**config.mk**
```make
export PLATFORM = sky130hd
export DESIGN_NAME = phase_timer
export DESIGN_NICKNAME = d
export VERILOG_FILES = /design/src/rtl/traffic_pkg.sv /design/src/rtl/tick_prescaler.sv /design/src/rtl/phase_timer.sv
export SDC_FILE = /design/constraint.sdc
export NUM_CORES = 1
export LEC_CHECK = 0
export BUFFER_PORTS_ARGS = -buffer_cell sky130_fd_sc_hd__buf_2
export CELL_PAD_IN_SITES_DETAIL_PLACEMENT = 0
export CELL_PAD_IN_SITES_GLOBAL_PLACEMENT = 2
export CORE_MARGIN = 4
export CORE_UTILIZATION = 38
export DETAILED_ROUTE_END_ITERATION = 8
export PLACE_DENSITY_LB_ADDON = 0.3
export SETUP_SLACK_MARGIN = 0.3
export SKIP_CTS_REPAIR_TIMING = 1
export SYNTH_ARGS = -nofsm -noshare
export SYNTH_HDL_FRONTEND = slang
export SYNTH_SLANG_ARGS = --single-unit
```
**constraint.sdc**
```tcl
create_clock -name clk -period 2.7 [get_ports clk]
set_input_delay 0.27 -clock clk [delete_from_list [all_inputs] [get_ports clk]]
set_output_delay 0.27 -clock clk [all_outputs]
set_load 0.01 [all_outputs]
```
**src/rtl/traffic_pkg.sv**
```systemverilog
// rtl/traffic_pkg.sv - shared phase encoding and timing defaults for the traffic controller
package traffic_pkg;

    localparam int CNT_W   = 7;
    localparam int MAX_DUR = 99;
    localparam int RED_DEF = 2;
    localparam int YEL_DEF = 3;
    localparam int GRN_DEF = 10;

    typedef enum logic [1:0] {
        PH_NONE = 2'd0,
        PH_R    = 2'd1,
        PH_Y    = 2'd2,
        PH_G    = 2'd3
    } phase_t;

endpackage

```
**src/rtl/tick_prescaler.sv**
```systemverilog
// rtl/tick_prescaler.sv - divides clk down to a one-cycle tick every TICK_DIV cycles
// Ports:
//   clk   : system clock
//   rst_n : asynchronous active-low reset
//   clr   : restart the count from zero (wins over en)
//   en    : advance the count; when low the count is held and no tick is raised
//   tick  : high while the count sits at TICK_DIV-1 and en is high
module tick_prescaler #(
    parameter int TICK_DIV = 50000000
) (
    input  logic clk,
    input  logic rst_n,
    input  logic clr,
    input  logic en,
    output logic tick
);

    localparam int PW = (TICK_DIV > 2) ? $clog2(TICK_DIV) : 1;

    logic [PW-1:0] cnt;
    logic          at_top;

    assign at_top = (cnt == PW'(TICK_DIV - 1));
    assign tick   = en && at_top;

    always_ff @(posedge clk or negedge rst_n) begin
        if (!rst_n) begin
            cnt <= '0;
        end else if (clr) begin
            cnt <= '0;
        end else if (en) begin
            cnt <= at_top ? '0 : cnt + PW'(1);
        end
    end

endmodule

```
**src/rtl/phase_timer.sv**
```systemverilog
// rtl/phase_timer.sv - programmable phase durations, 1 s countdown and phase-expiry strobes
// Ports:
//   clk, rst_n          : system clock, asynchronous active-low reset
//   fsm_r/fsm_y/fsm_g   : sequencer phase indicators (priority r > y > g)
//   set_mode            : programming mode; freezes timing and suppresses strobes
//   sel_phase           : duration to edit (0 red, 1 yellow, 2 green, 3 none)
//   inc                 : increment the selected duration (set_mode only)
//   r_end/y_end/g_end   : one-cycle expiry strobes back to the sequencer
//   remain              : remaining seconds, or the selected duration in set_mode
module phase_timer #(
    parameter int TICK_DIV = 50000000,
    parameter int CNT_W    = traffic_pkg::CNT_W,
    parameter int MAX_DUR  = traffic_pkg::MAX_DUR,
    parameter int RED_DEF  = traffic_pkg::RED_DEF,
    parameter int YEL_DEF  = traffic_pkg::YEL_DEF,
    parameter int GRN_DEF  = traffic_pkg::GRN_DEF
) (
    input  logic             clk,
    input  logic             rst_n,
    input  logic             fsm_r,
    input  logic             fsm_y,
    input  logic             fsm_g,
    input  logic             set_mode,
    input  logic [1:0]       sel_phase,
    input  logic             inc,
    output logic             r_end,
    output logic             y_end,
    output logic             g_end,
    output logic [CNT_W-1:0] remain
);

    import traffic_pkg::*;

    // Durations never hold zero: the wrap goes MAX_DUR -> 1.
    function automatic logic [CNT_W-1:0] dur_bump(input logic [CNT_W-1:0] d);
        return (d >= CNT_W'(MAX_DUR)) ? CNT_W'(1) : d + CNT_W'(1);
    endfunction

    logic [CNT_W-1:0] dur_r, dur_y, dur_g;
    logic [CNT_W-1:0] dur_r_nxt, dur_y_nxt, dur_g_nxt;
    logic [CNT_W-1:0] cnt, cnt_nxt;
    logic [CNT_W-1:0] act_dur, sel_dur_nxt;
    phase_t           active, prev_phase;
    logic             set_mode_d;
    logic             run, load, tick, expire;

    always_comb begin
        active = PH_NONE;
        if (fsm_r)      active = PH_R;
        else if (fsm_y) active = PH_Y;
        else if (fsm_g) active = PH_G;
    end

    always_comb begin
        act_dur = '0;
        case (active)
            PH_R:    act_dur = dur_r;
            PH_Y:    act_dur = dur_y;
            PH_G:    act_dur = dur_g;
            default: act_dur = '0;
        endcase
    end

    // Leaving set_mode forces a reload even if the phase looks unchanged,
    // because the durations may have been edited underneath it.
    assign run    = !set_mode && (active != PH_NONE);
    assign load   = run && ((active != prev_phase) || set_mode_d);
    assign expire = run && !load && tick && (cnt == CNT_W'(1));

    tick_prescaler #(
        .TICK_DIV (TICK_DIV)
    ) u_presc (
        .clk   (clk),
        .rst_n (rst_n),
        .clr   (set_mode || load),
        .en    (run),
        .tick  (tick)
    );

    always_comb begin
        dur_r_nxt = dur_r;
        dur_y_nxt = dur_y;
        dur_g_nxt = dur_g;
        if (set_mode && inc) begin
            case (sel_phase)
                2'd0:    dur_r_nxt = dur_bump(dur_r);
                2'd1:    dur_y_nxt = dur_bump(dur_y);
                2'd2:    dur_g_nxt = dur_bump(dur_g);
                default: ;
            endcase
        end
    end

    always_comb begin
        sel_dur_nxt = '0;
        case (sel_phase)
            2'd0:    sel_dur_nxt = dur_r_nxt;
            2'd1:    sel_dur_nxt = dur_y_nxt;
            2'd2:    sel_dur_nxt = dur_g_nxt;
            default: sel_dur_nxt = '0;
        endcase
    end

    // Expiry reloads the same duration so a stalled sequencer gets repeated strobes.
    always_comb begin
        cnt_nxt = cnt;
        if (load) begin
            cnt_nxt = act_dur;
        end else if (run && tick) begin
            if (cnt == CNT_W'(1))     cnt_nxt = act_dur;
            else if (cnt > CNT_W'(1)) cnt_nxt = cnt - CNT_W'(1);
        end
    end

    always_ff @(posedge clk or negedge rst_n) begin
        if (!rst_n) begin
            dur_r      <= CNT_W'(RED_DEF);
            dur_y      <= CNT_W'(YEL_DEF);
            dur_g      <= CNT_W'(GRN_DEF);
            cnt        <= '0;
            prev_phase <= PH_NONE;
            set_mode_d <= 1'b0;
            r_end      <= 1'b0;
            y_end      <= 1'b0;
            g_end      <= 1'b0;
            remain     <= '0;
        end else begin
            dur_r      <= dur_r_nxt;
            dur_y      <= dur_y_nxt;
            dur_g      <= dur_g_nxt;
            cnt        <= cnt_nxt;
            set_mode_d <= set_mode;
            if (load) prev_phase <= active;
            r_end      <= expire && (active == PH_R);
            y_end      <= expire && (active == PH_Y);
            g_end      <= expire && (active == PH_G);
            remain     <= set_mode ? sel_dur_nxt : cnt_nxt;
        end
    end

endmodule

```
## After elaboration in Yosys (flattened, before gate mapping)

Index checks and enable logic that the tools add are counted.

- Register bits after elaboration: 67
- Latch bits: 0
- RAM bits: 0
- ROM bits: 0
- Input bits: 9
- Output and inout bits: 10
- Word-level logic and storage cells: 68
- Memories kept: 0

- Add/sub/neg operators: 5
- $mul: 0
- Div/mod/pow operators: 0
- Order comparisons: 4
- Eq/ne operators: 8
- Shift-type cells: 0
- Multiplexer cells: 22
- Bitwise gates (word level): 0
- Reduce and logical (&&, ||, !) cells: 18

Operators with widths:

| operator | number |
|---|---|
| 2-to-1 mux 7 bit | 14 |
| 2-to-1 mux 26 bit | 3 |
| one-hot mux 7 bit (3 select lines) | 2 |
| adder 26 x 1 -> 26 bit (second input constant) | 1 |
| == test 26 bit (second input constant) | 1 |
| adder 7 x 1 -> 7 bit (second input constant) | 3 |
| >= comparator 7 bit (second input constant) | 3 |
| logical AND 1 bit | 11 |
| == test 7 x 1 -> 1 bit (second input constant) | 1 |
| greater-than comparator 7 x 1 -> 1 bit (second input constant) | 1 |
| subtractor 7 x 1 -> 7 bit (second input constant) | 1 |
| == test 2 bit (second input constant) | 3 |
| 2-to-1 mux 2 bit | 3 |
| == test 2 x 1 -> 1 bit (second input constant) | 2 |
| nonzero test 2 bit | 2 |
| zero test 1 bit | 2 |
| zero test 2 bit | 1 |
| logical OR 1 bit | 2 |
| != test 2 bit | 1 |

## Depth between registers and ports, before layout

Gate-level depths: netlist (run 1).

- Depth in word-level cells: 11
- Mapped depth: 8
- Mapped depth without buffers: 7

## Hierarchy

Synthesis (run 1) repeated with hierarchy kept, for this count alone.

- Cell total of the unflattened synthesis: 488
- Area, all modules: 4,235.3 sq um

By module, submodules not included:

| module | times used | cells each | area an instance (sq um) | sequential area each (sq um) |
|---|---|---|---|---|
| phase_timer | 1 | 315 | 2,683.8 | 1,032.2 |
| tick_prescaler | 1 | 173 | 1,551.5 | 650.6 |

## Least setup slack after synthesis (run 1)

Ideal clock, no wire load.

- Kind: flip-flop to flip-flop
- From: register u_presc.cnt[0]
- To: register remain[6]
- Library setup time: 0.119 ns
- Data arrival time: 2.162 ns
- Data required time: 2.581 ns
- Path slack: 0.419 ns
- Cell stages (with the launch flop): 8
- Clock period less this slack: 2.281 ns
- Cells stage by stage: dfrtp_1 -> ha_1 -> nand2_1 -> or4_4 -> or2_1 -> o41a_1 -> o32a_1 -> o21a_1

- Longest elaborated chain between the ends: 6

Ends and longest elaborated chain:

| item | RTL line | RTL |
|---|---|---|
| start: declaration | tick_prescaler.sv:20 | `logic [PW-1:0] cnt;` |
| start signal: assignment | tick_prescaler.sv:32 | `cnt <= at_top ? '0 : cnt + PW'(1);` |
| == test 26 bit | tick_prescaler.sv:23 | `assign at_top = (cnt == PW'(TICK_DIV - 1));` |
| logical AND 1 bit | tick_prescaler.sv:24 | `assign tick = en && at_top;` |
| logical AND 1 bit | phase_timer.sv:109 | `end else if (run && tick) begin` |
| 2-to-1 mux 7 bit | phase_timer.sv:109 |  |
| 2-to-1 mux 7 bit | phase_timer.sv:107 | `if (load) begin` |
| named net cnt_nxt[6] | phase_timer.sv:41 | `logic [CNT_W-1:0] cnt, cnt_nxt;` |
| 2-to-1 mux 7 bit | phase_timer.sv:137 | `remain <= set_mode ? sel_dur_nxt : cnt_nxt;` |
| end signal: assignment | phase_timer.sv:137 |  |
| end: declaration | phase_timer.sv:29 | `output logic [CNT_W-1:0] remain` |

The timed path passes the listed nets, and every way through them passes these cells.
A chain may end at the register's enable or synchronous reset.

## Worst setup path after layout (run 1)

- From: register u_presc.cnt[0]
- To: register remain[2]

Same word-level chain as after synthesis.

==> reports/metrics.yaml, run 1 <==
worst_setup_path:
  worst_setup_path_start_kind: "register"
  cp-startpoint: "u_presc.cnt[0]$_DFFE_PN0P_"
  reg2reg_depth: 7
  cp.arrival_ps: 2700
  crit_type: "register to register"
  reg2reg_from: "u_presc.cnt[0]$_DFFE_PN0P_"
  crit_fanout: 5
  cp_data_required_time_ps: 2930
  critPathCaptureType: "register"
outcome:
  status: "finished, final reports clean"
floorplanning:
  die_w_um: 111
  fp-row-count: 37
  die_y_um: 111
  die_area_um2: 12400
  top_level_ports: 19
  initial_utilization_pct: 39.2
  core_area_um2: 10400
grt:
  grt_overflow: 0
  globalRouteTotalUtil_pct: 18.2
  grt_pass1_vias: 3635
  grt_pass1_wl_mm: 18.2
  grt_max_degree: 68
  antenna_found_initial: 0
yosys:
  synth_nets: 492
  synth_ff_type: "dfrtp_1"
  yosys.area_share.simple_pct: 29.7
  synth_xor_area_share_pct: 3.88
  synth.avg_cell_area_um2: 8.52
  async_reset_ff_share_pct: 100
  syn_area_um2: 4060
  synthMuxAreaShare_pct: 1.51
  synth_edf_count: 0
  synthCells: 477
  synth-adder-area-share_pct: 1.85
  synth_compound_area_share_pct: 18.5
  synth-seq-cells: 67
  ys_types: 65
  yosysWarnings: 0
  ys_seq_area_share_pct: 41.4
  synth_top_family_by_area: "simple AND/OR/NAND/NOR gates"
placed_design:
  placed_area_um2: 4370
  io_buffers: 18
  gp_congestion: 0.862
  dp_hpwl_mm: 8.13
clock_tree:
  clk_pin_slew_ps: 70
  cts_buffer_depth: 2
  insertion_delay_ps: 350
  cts.sinks: 67
  cts-root-buf: "clkbuf_8"
  htreeDepth: 3
  numCtsBuffers: 9
  cts_tree: "built"
timing:
  slew_violations: 0
  rsz0062_at_grt: "true"
  setup-violations-final: 0
  min_period_ps: 2470
  tightest_slew_ps: 524
  max_slew_margin_pct: 64.8
  finalHoldViolCount: 0
  final.setup_skew_ps: 8.58
  finalSetupTns_ps: 0
  layout_worst_path_cycle_share_pct: 91.4
  max_freq_mhz: 405
final_layout:
  layout.nets: 523
  finish.instance_area_um2: 4740
  drive_gt1_share_pct: 16.4
  area_delta_synth_final_pct: 16.6
  antenna_cells: 0
detailed_routing:
  drtPass1Iterations: 4
  detail_route.wl_per_cell_um: 17.5
  drt_wl_total_mm: 11.3
  drc: 0
  ant_nets: 0
  vias: 3725
  drt_iter0_markers: 234
  via_per_inst: 5.74
power_and_ir_drop:
  p_per_area_nw_per_um2: 619
  p_leak_uw: 0.00193
  ir_drop_uv: 420
  power.total_uw: 2930
worst_hold_path:
  hp-class: "primary input to register"
  hp-start: "fsm_y"
  min_path_cells: 2
job:
  cap_violations: 0
-- state kept, by name, indices dropped and copies added, names as in the netlist --
name	cells
u_presc.cnt	26
cnt	7
dur_g	7
dur_r	7
dur_y	7
remain	7
prev_phase	2
g_end	1
r_end	1
set_mode_d	1
y_end	1
-- kinds of logic after synthesis --
group	Yosys count
compound gates	109
mux	6
xor+xnor	18
simple gates	237
flops	67
buf+inv	34
fa+ha+maj	6
-- critical path: stages, from the launching register on --
cell     delay [ps]
dfrtp_1         420
ha_4            190
nand2_4          60
or4_4           560
or4_1           530
mux2i_1         230
o32ai_2         140
o22a_1          220
-- cell usage after synthesis (all sizes together), types with 5 or more instances --
master | count | area share, %
a31oi | 5 | 0.77
and3 | 8 | 1.2
ha | 6 | 1.8
xnor2 | 6 | 1.3
a21oi | 21 | 2.6
mux2i | 5 | 1.2
or4 | 6 | 1.2
nor2 | 61 | 5.6
a211oi | 5 | 0.92
inv | 13 | 1.2
clkbuf | 18 | 1.7
nand3 | 24 | 3.0
o21ai | 27 | 3.3
nor2b | 6 | 0.92
xor2 | 12 | 2.6
nor4 | 10 | 1.5
a41oi | 5 | 1.1
nand4 | 13 | 2.0
nand2 | 57 | 5.3
nor3 | 14 | 1.7
o21a | 6 | 1.1
dfstp | 5 | 3.2
or2 | 6 | 0.92
dfrtp | 62 | 38
-- final timing paths --
path	endpoint	slack, ps
max in group asynchronous	dur_r[1]$_DFF_PN1_	1880
hold / removal	g_end$_DFF_PN0_	210
setup / recovery	remain[2]$_DFF_PN0_	230
setup reg to reg	remain[2]$_DFF_PN0_	230
min in group asynchronous	u_presc.cnt[14]$_DFFE_PN0P_	480
hold reg to reg	dur_g[1]$_DFF_PN1_	500
-- cell type report --
cell class	instances	area (µm²)
fill	1062	5630
multi-input combinational	376	2320
sequential	67	1680
timing repair buffer	41	282
tap	136	170
clock buffer	11	151
clock inverter	5	75.1
inverter	13	48.8
-- metrics by stage --
step	instances	util [%]	setup WS (ps)	hold WS, ps
final	649	45.7	232	212
after global routing	649	45.7	131	215
after CTS	641	44.3	172	-52.9
after detailed placement	625	42.1	185	310
after global placement	625	42.1	235	326
after floorplan	477	-	419	-25.6
-- layer usage --
| layer | global-route usage (%) | wire, µm |
|---|---|---|
| met1 | 22.8 | 5070 |
| met2 | 30.6 | 5500 |
| met3 | 3.80 | 445 |
| met4 | 7.30 | 329 |
| met5 | 0 | 0 |
-- placed cells by master (no fill, tap or decap), types with 5 or more instances in the layout --
| master | Yosys | final |
|---|---|---|
| a211oi_1 | 5 | 5 |
| a21oi_1 | 21 | 20 |
| a31oi_1 | 5 | 5 |
| a41oi_1 | 5 | 5 |
| and3_1 | 8 | 8 |
| buf_2 | 1 | 18 |
| buf_4 | 0 | 20 |
| clkbuf_8 | 0 | 11 |
| dfrtp_1 | 62 | 61 |
| dfstp_2 | 5 | 5 |
| inv_1 | 13 | 13 |
| mux2i_1 | 5 | 5 |
| nand2_1 | 57 | 56 |
| nand3_1 | 24 | 24 |
| nand4_1 | 13 | 13 |
| nor2_1 | 61 | 60 |
| nor2b_1 | 6 | 6 |
| nor3_1 | 14 | 14 |
| nor4_1 | 10 | 8 |
| o21a_1 | 6 | 6 |
| o21ai_0 | 27 | 24 |
| xnor2_1 | 6 | 6 |
| xor2_1 | 12 | 12 |
-- report_power, final --
| group | switching (µW) | internal, µW | total [µW] |
|---|---|---|---|
| clock network | 394 | 566 | 959 |
| registers | 160 | 1140 | 1300 |
| logic | 401 | 272 | 674 |
| total | 954 | 1980 | 2930 |
Power figures use the tool's default switching activity.
==> run 2, diff against run 1 <==
CORE_ASPECT_RATIO = 1.4   (was default)
GPL_ROUTABILITY_DRIVEN = 0   (was default)
==> reports/metrics.yaml, run 2 (synthesized netlist as in run 1, its figures left out) <==
timing:
  setup-violations-final: 0  # unchanged
  max_freq_mhz: 405  # about the same
  slew_violations: 0  # unchanged
  finalSetupTns_ps: 0  # unchanged
  hold_slack_ps: -7.06  # -219 ps
  tightest_slew_ps: 733  # +209 ps
  final.setup_skew_ps: 8.04  # -0.545 ps
  layout_worst_path_cycle_share_pct: 91.4  # about the same
  rsz0062_at_grt: "true"
  max_slew_margin_pct: 51.1  # -14 points
  finalHoldViolCount: 3  # +3
  min_period_ps: 2470  # -1.59 ps
final_layout:
  fillerInstances: 1012  # -4.7%
  largest-register: "u_presc.cnt"
  finish.instance_area_um2: 4880  # +3.1%
  final_common_cell: "dfrtp_1"
  antenna_cells: 0  # unchanged
  layout.nets: 524  # +0.19%
  final_cell_mix: "62 x dfrtp_1, 60 x nor2_1, 56 x nand2_1, 24 x nand3_1, 22 x o21ai_0"
  area_delta_synth_final_pct: 20.2
  drive_gt1_share_pct: 16.1  # -0.23 points
  largest_reg_flops: 26  # unchanged
floorplanning:
  top_level_ports: 19  # unchanged
  die_w_um: 95.4  # -14%
  die_y_um: 130  # +17%
  fp-row-count: 44  # +19%
  die_area_um2: 12400  # +0.18%
  initial_utilization_pct: 39.0  # -0.13 points
  core_area_um2: 10400  # +0.34%
worst_setup_path:
  worst_setup_path_start_kind: "register"
  cp-startpoint: "u_presc.cnt[1]$_DFFE_PN0P_"
  reg2reg_from: "u_presc.cnt[1]$_DFFE_PN0P_"
  cp_data_required_time_ps: 2930  # about the same
  crit_fanout: 5  # unchanged
  cp.arrival_ps: 2700  # about the same
  crit_type: "register to register"
  critPathCaptureType: "register"
grt:
  grt_max_degree: 39  # -43%
  grt_pass1_vias: 3722  # +2.4%
  globalRouteTotalUtil_pct: 20.5  # +2.3 points
  antenna_found_initial: 0  # unchanged
  grt_overflow: 0  # unchanged
  grt_pass1_wl_mm: 19.3  # +6.0%
clock_tree:
  insertion_delay_ps: 340  # about the same
  cts_tree: "built"
  numCtsBuffers: 9  # unchanged
  cts.sinks: 67  # unchanged
  htreeDepth: 3  # unchanged
  cts_buffer_depth: 2  # unchanged
  cts-root-buf: "clkbuf_16"
  clk_pin_slew_ps: 50  # -20 ps
detailed_routing:
  drt_iter0_markers: 191  # -18%
  drtPass1Iterations: 4  # unchanged
  drc: 0  # unchanged
  ant_nets: 0  # unchanged
  detail_route.wl_per_cell_um: 18.4  # +5.2%
  drt_wl_total_mm: 12.0  # +5.7%
  via_per_inst: 5.79  # +0.93%
  vias: 3777  # +1.4%
power_and_ir_drop:
  power.total_uw: 3220  # +9.8%
  p_leak_uw: 0.00199  # +3.4%
  ir_drop_uv: 330  # -22%
  p_per_area_nw_per_um2: 659  # +6.4%
outcome:
  violations: "negative hold slack"
  status: "finished with violations"
placed_design:
  dp_hpwl_mm: 8.84  # +8.7%
  placed_area_um2: 4360  # -0.17%
  io_buffers: 18  # unchanged
job:
  cap_violations: 0  # unchanged
worst_hold_path:
  hp-class: "primary input to asynchronous set/reset pin"
## run 2: cell count changes in the layout (fill, tap and decap cells not counted), moves of 2 or more
| cell | change |
|---|---|
| o21ai_0 | -2 |
| clkbuf_8 | -8 |
| o21ai_1 | +2 |
| clkinv_2 | -3 |
| clkbuf_1 | +3 |
| clkbuf_16 | +11 |
## run 2: path summary, 6_finish.rpt
kind | endpoint | slack [ps] | depth (start not counted)
hold / removal | u_presc.cnt[12]$_DFFE_PN0P_ | -7 | 1
setup / recovery | remain[6]$_DFF_PN0_ | 230 | 7
max in group asynchronous | dur_r[1]$_DFF_PN1_ | 1980 | 2
hold reg to reg | dur_g[1]$_DFF_PN1_ | 510 | 2
min in group clk | set_mode_d$_DFF_PN0_ | 240 | 1
setup reg to reg | remain[6]$_DFF_PN0_ | 230 | 7
## run 2: area by class of cell
cell class                 count  area [µm²]  area share [%]
sequential                    67        1680            34.5
multi-input combinational    376        2340            47.9
tap                          138         173            3.54
clock inverter                 1        30.0           0.615
clock buffer                  15         278            5.69
timing repair buffer          42         334            6.84
inverter                      13        48.8           0.999
## run 2: per-stage QoR
step | worst slack, ps | hold WS, ps | std cells | utilization [%]
final | 233 | -7.06 | 652 | 46.9
after global placement | 161 | 365 | 624 | 41.9
after CTS | 92.6 | 16.3 | 640 | 44.9
after detailed placement | 95.6 | 380 | 624 | 41.9
after global routing | 166 | 54.7 | 652 | 46.9
after floorplan | 419 | -25.6 | 477 | -
## run 2: routing by layer
layer  part of all wire (%)  global-route usage (%)  vias up
met3                    2.8                    3.29       24
li1                       -                       -     1834
met1                     38                    21.9     1854
met4                    3.1                    10.1        0
met5                      0                       0        -
met2                     56                    38.2       65
## run 2: worst max-delay path, cell delays in order, from the launching register on
cell and delay (ps):
dfrtp_1 420, ha_4 200, nand2_4 60, or4_4 570
or2_4 270, o41a_1 310, o32a_1 370, o21a_1 170
## run 2: power by group
group	internal (µW)	switching [µW]	leakage, µW	total [µW]
logic	281	403	0.000987	684
clock network	792	423	0.000150	1210
registers	1140	179	0.000854	1320
